--- config.mk ---
export PLATFORM = sky130hd
export DESIGN_NAME = popcount_accum
export DESIGN_NICKNAME = d
export VERILOG_FILES = /design/src/rtl/popcount_pkg.sv /design/src/rtl/popcount_tree.sv /design/src/rtl/popcount_accum.sv
export SDC_FILE = /design/constraint.sdc
export NUM_CORES = 1
export LEC_CHECK = 0
export ABC_AREA = 1
export BUFFER_PORTS_ARGS = -buffer_cell sky130_fd_sc_hd__buf_2
export CELL_PAD_IN_SITES_DETAIL_PLACEMENT = 1
export CELL_PAD_IN_SITES_GLOBAL_PLACEMENT = 1
export CORE_ASPECT_RATIO = 0.8
export CORE_MARGIN = 3
export CORE_UTILIZATION = 25
export CTS_BUF_LIST = sky130_fd_sc_hd__clkbuf_16
export CTS_CLUSTER_DIAMETER = 40
export CTS_CLUSTER_SIZE = 24
export DETAILED_ROUTE_END_ITERATION = 10
export PLACE_DENSITY = 0.6
export SETUP_SLACK_MARGIN = 0.02
export SYNTH_ARGS = -nofsm -noshare
export SYNTH_HDL_FRONTEND = slang
export SYNTH_SLANG_ARGS = --single-unit
export TNS_END_PERCENT = 50
--- constraint.sdc ---
create_clock -name clk -period 2.4 [get_ports clk]
set_clock_uncertainty 0.2 [all_clocks]
set_input_delay 0.48 -clock clk [delete_from_list [all_inputs] [get_ports clk]]
set_output_delay 0.48 -clock clk [all_outputs]
set_load 0.01 [all_outputs]
--- src/rtl/popcount_pkg.sv ---
// Shared definitions for the popcount accumulator: width helpers and the
// overflow/saturation decision used when a beat count is folded into a frame total.
package popcount_pkg;

  typedef struct packed {
    logic ovf;        // frame total has exceeded the accumulator range
    logic force_max;  // stored value must be pinned to all-ones
  } fold_t;

  function automatic int clog2(input int n);
    int r;
    int v;
    r = 0;
    v = n - 1;
    while (v > 0) begin
      r = r + 1;
      v = v >> 1;
    end
    return r;
  endfunction

  // Width needed to hold a count of 0..in_w set bits.
  function automatic int cw_of(input int in_w);
    return clog2(in_w + 1);
  endfunction

  function automatic fold_t fold_flags(input logic ovf_acc, input logic carry, input logic sat);
    fold_t f;
    f.ovf       = ovf_acc | carry;
    f.force_max = carry & sat;
    return f;
  endfunction

endpackage

--- src/rtl/popcount_tree.sv ---
// Combinational ones-counter built as a balanced adder tree by recursive halving.
// At IN_W=6 it reduces to the classic 6-input/3-output counter.
module popcount_tree
  import popcount_pkg::*;
#(
  parameter  int IN_W = 6,
  localparam int CW   = cw_of(IN_W)
) (
  input  logic [IN_W-1:0] data,
  output logic [CW-1:0]   cnt
);

  if (IN_W == 1) begin : g_leaf
    assign cnt = data;
  end else begin : g_node
    localparam int LO_W  = IN_W / 2;
    localparam int HI_W  = IN_W - LO_W;
    localparam int LO_CW = cw_of(LO_W);
    localparam int HI_CW = cw_of(HI_W);

    logic [LO_CW-1:0] lo_cnt;
    logic [HI_CW-1:0] hi_cnt;

    popcount_tree #(.IN_W(LO_W)) u_lo (.data(data[LO_W-1:0]),    .cnt(lo_cnt));
    popcount_tree #(.IN_W(HI_W)) u_hi (.data(data[IN_W-1:LO_W]), .cnt(hi_cnt));

    assign cnt = CW'(lo_cnt) + CW'(hi_cnt);
  end

endmodule

--- src/rtl/popcount_accum.sv ---
// Two-stage streaming ones-counter: stage 1 registers each beat's popcount, stage 2
// accumulates it into a per-frame total that is emitted on a valid/ready output.
module popcount_accum
  import popcount_pkg::*;
#(
  parameter int IN_W  = 6,
  parameter int ACC_W = 16,
  parameter bit SAT   = 1'b1
) (
  input  logic             clk,
  input  logic             rst,
  input  logic             clr,
  input  logic             in_valid,
  output logic             in_ready,
  input  logic [IN_W-1:0]  in_data,
  input  logic             in_last,
  output logic             out_valid,
  input  logic             out_ready,
  output logic [ACC_W-1:0] out_count,
  output logic             out_ovf
);

  localparam int CW = cw_of(IN_W);

  logic [CW-1:0]    beat_cnt;
  logic [CW-1:0]    s1_cnt;
  logic             s1_valid;
  logic             s1_last;
  logic [ACC_W-1:0] acc;
  logic             ovf_acc;

  logic             advance;
  logic             accept;
  logic [ACC_W:0]   sum;
  logic             carry;
  fold_t            flags;
  logic [ACC_W-1:0] sum_kept;

  popcount_tree #(.IN_W(IN_W)) u_tree (
    .data (in_data),
    .cnt  (beat_cnt)
  );

  // A closing beat may only leave stage 1 if the output register is free or draining.
  assign advance  = s1_valid && !(s1_last && out_valid && !out_ready);
  assign in_ready = !rst && !clr && (!s1_valid || advance);
  assign accept   = in_valid && in_ready;

  // NOTE: every always_comb output gets a value on every path, so no latch is inferred.
  always_comb begin
    sum      = {1'b0, acc} + (ACC_W + 1)'(s1_cnt);
    carry    = sum[ACC_W];
    flags    = fold_flags(ovf_acc, carry, SAT);
    sum_kept = flags.force_max ? '1 : sum[ACC_W-1:0];
  end

  // NOTE: sequential state uses non-blocking assignments so every register samples
  // pre-edge values regardless of statement order.
  always_ff @(posedge clk) begin
    if (rst) begin
      s1_valid  <= 1'b0;
      s1_last   <= 1'b0;
      s1_cnt    <= '0;
      acc       <= '0;
      ovf_acc   <= 1'b0;
      out_valid <= 1'b0;
      out_count <= '0;
      out_ovf   <= 1'b0;
    end else begin
      if (out_valid && out_ready) out_valid <= 1'b0;

      if (clr) begin
        // Frame abort: the partial frame is discarded, a pending total is kept.
        s1_valid <= 1'b0;
        acc      <= '0;
        ovf_acc  <= 1'b0;
      end else begin
        if (accept) begin
          s1_valid <= 1'b1;
          s1_cnt   <= beat_cnt;
          s1_last  <= in_last;
        end else if (advance) begin
          s1_valid <= 1'b0;
        end

        if (advance) begin
          if (s1_last) begin
            out_count <= sum_kept;
            out_ovf   <= flags.ovf;
            out_valid <= 1'b1;
            acc       <= '0;
            ovf_acc   <= 1'b0;
          end else begin
            acc     <= sum_kept;
            ovf_acc <= flags.ovf;
          end
        end
      end
    end
  end

endmodule
==> results <==
- The number of max-slew violations in the final report is 0.
- The share of cells above drive strength 1 is 18.4%.
- The site row count is 29.
- The register area is 801 um^2.
- During placement, the flow inserted port buffers numbering 30.
- The proportion of netlist area held by the largest area contributor is 37.6%.
- The clock latency of the later-clocked register in the worst-skew pair is 0.28 ns.
- At the end of routability-driven placement, the weighted congestion stood at 0.753.
- STA puts the critical path data arrival time at 2.44 ns.
- The number of nets produced by synthesis is 333.
- The setup slack of the critical path after layout is -0.0166 ns.
- The number of vias in the routed layout is 1,975.
- Relative to the synthesized area, the layout overhead comes to 22.0%.
- The run finished, with violations left.
- The count of clock tree sinks is 40.
- Detailed placement finished with a half-perimeter wire length of 4330 um.
- The count of endpoints failing hold in the final timing report is 0.
- The top cell types in the final layout, fill and taps aside, are 74 x sky130_fd_sc_hd__nand2_1, 48 x sky130_fd_sc_hd__nor2_1, 42 x sky130_fd_sc_hd__inv_1.
- Dividing the detail-routed via count by the number of cells gives 4.34.
- After synthesis the cells add up to 2130 um^2.
- The net total in the final layout is 366.
- The largest fanout on the critical path is 1.
- In this run the clock root is driven by a sky130_fd_sc_hd__clkbuf_16.
- In this run the power density over the cells is 591 nW/um^2.
- The die span in x is 109 um.
- The setup path with the least slack is of type in2reg.
- For this run, the top clock speed supported by timing is 414 MHz.
- The worst-case IR drop observed on VDD is 0.000307 V.
- CTS built an H-tree with a depth of 2.
- Leaving out fill and tap cells, the most frequent cell in the layout is sky130_fd_sc_hd__nand2_1.
- The total negative setup slack is -0.0166 ns.
- The worst-case hold slack is 0.263 ns.
- The path class of the tightest hold or removal check is in2reg.
- The TritonCTS clock tree is done.
- In this run the remaining antenna-violating nets after routing total 0.
- The final antenna diode count is 0.
- The number of antenna violations at the first check in global routing came to 0.
- STA classifies the critical path startpoint as a primary input.
- The count of warnings emitted by yosys is 0.
- The required time at the worst-slack endpoint is 2.42 ns.
- Global routing consumed, over all layers together, 13.6% of the routing resources.
- Of all cell types, the one taking the most synthesized area is sky130_fd_sc_hd__dfxtp_1.
- The worst setup path is captured at a flip-flop.
- The largest net degree at the start of global routing is 18.
- Yosys attributes the largest share of cell area to sky130_fd_sc_hd__dfxtp_1 38%, sky130_fd_sc_hd__nand2_1 13%, sky130_fd_sc_hd__nor2_1 8.5%, sky130_fd_sc_hd__inv_1 7.9%, sky130_fd_sc_hd__a21oi_1 5.9%.
- The violation count after the first detailed-routing iteration is 84.
- No sink is reached through more buffers than the 2 on the longest clock path.
- The synthesized area divided by synthesized cell count is 6.80 um^2.
- The overall die height is 88.5 um.
- For this run the aggregate overflow at the end of global routing stands at 0.
- Max-cap violations in this run came to 0.
- Buffers inserted during clock tree synthesis total 5.
- For this run, the register share of the synthesized area comes to 37.6%.
- The count of filler cells inserted in the layout is 1,016.
- The core area is 8090 um^2.
- The checks that failed: setup timing.
- The first detailed-routing pass took 4 iterations.
- The number of flip-flops and latches in the synthesized netlist is 40.
- Of the available clock period, the critical path in the final layout requires 101%.
- Cells fill 32.1% of the core in the end.
- The overall die area is 9660 um^2.
- The effective utilization at floorplan is 26.3%.
- The first global-routing pass estimated 10,200 um of wire.
- The number of global-route vias before repair is 1,976.
- In the final routed layout, each cell accounts on average for 13.1 um.
- The slew at the pin closest to its max-slew limit is 0.581 ns.
- The final layout contains routed wiring with a total length of 5950 um.
- 31 I/O pins were placed.
- In this run, distinct cell masters in the synthesized netlist total 23.
- The CTS clock-pin slew for the worst setup and hold paths is 0.06 ns.
- Counting I/O delays and the setup requirement, the final critical path takes 2.42 ns.
- In this run the tightest slew margin relative to its limit is 61.2%.
- The combined area of the multi-input logic cells is 1120 um^2.
- The number of remaining DRC errors is 0.
- Setup repair after global routing could not meet its margin everywhere.
- The final setup violation count is 1.
- Synthesis produced 313 cells.
- The leakage power total is 0.00120 uW.
-- per-stage QoR --
stage               cell area (um^2)  instances  setup WS, ns  power, uW
global placement                2400        447        -0.320        758
finish                          2600        455       -0.0166       1530
CTS                             2590        455       -0.0177       1560
detailed placement              2400        447        -0.364        759
global route                    2600        455        -0.102       1590
floorplan                       2130        313        -0.200        730
-- Yosys cell counts (all sizes together) --
cell type   n
nand3b      1
buf         5
o211ai      1
o21ai      23
nand3      26
nand4       3
nand2      79
a21oi      25
fa          4
clkbuf      3
nor2       51
dfxtp      40
clkinv      1
or2         2
inv        45
ha          4
-- layer usage --
metal  wire, um  part of all wire (%)  up-vias  GRT usage, %
met3        216                   3.6        5          3.36
met1       3190                    54      901          19.2
li1           -                     -     1049             -
met4         44                  0.74        0          3.10
met5          0                     0        -             0
met2       2500                    42       20          21.0
-- cells by family after synthesis --
| group | Yosys count | share of synthesized area, % |
|---|---|---|
| compound gates | 49 | 12.0 |
| fa+ha+maj | 8 | 6.11 |
| buf+inv | 54 | 10.1 |
| flops | 40 | 37.6 |
| simple gates | 162 | 34.2 |
-- final timing paths --
kind                                 start             to  slack (ns)  depth (start not counted)
worst max-delay path            in_data[3]      s1_cnt[1]       -0.02                          9
worst min-delay path             out_ready      out_valid        0.26                          4
worst max register to register   s1_cnt[0]  out_count[10]        0.20                         10
worst min register to register   s1_cnt[0]      s1_cnt[0]        0.27                          2
-- layout make-up --
type                       count  area share, %
inverter                      46           6.65
clock buffer                   5           4.82
clock inverter                 3           1.78
timing repair buffer          34           7.42
tap                          108           5.20
multi-input combinational    219           43.3
sequential                    40           30.8
-- flip-flops by register name, indices dropped and copies added (netlist names) --
name and flops:
s1_valid 1, s1_last 1, out_count 16, ovf_acc 1
out_valid 1, s1_cnt 3, out_ovf 1, acc 16
-- worst max-delay path, stage by stage --
cell                      delay, ns
sky130_fd_sc_hd__buf_6         0.07
sky130_fd_sc_hd__inv_2         0.03
sky130_fd_sc_hd__fa_1          0.50
sky130_fd_sc_hd__fa_1          0.49
sky130_fd_sc_hd__inv_1         0.04
sky130_fd_sc_hd__ha_2          0.16
sky130_fd_sc_hd__fa_1          0.47
sky130_fd_sc_hd__nand3_1       0.07
sky130_fd_sc_hd__a21oi_1       0.12
-- power by group --
part	switching, uW	internal (uW)	total [uW]	leakage, uW
Combinational	45.6	29.6	75.2	0.000793
Sequential	3.46	668	671	0.000322
Clock	293	494	787	0.0000804
-- what timing repair did --
item	CTS	global route
hold buffers	0	0
buffers inserted	0	0
gates resized for setup	5	2
setup endpoints to repair	1	15
Power figures use the tool's default switching activity.
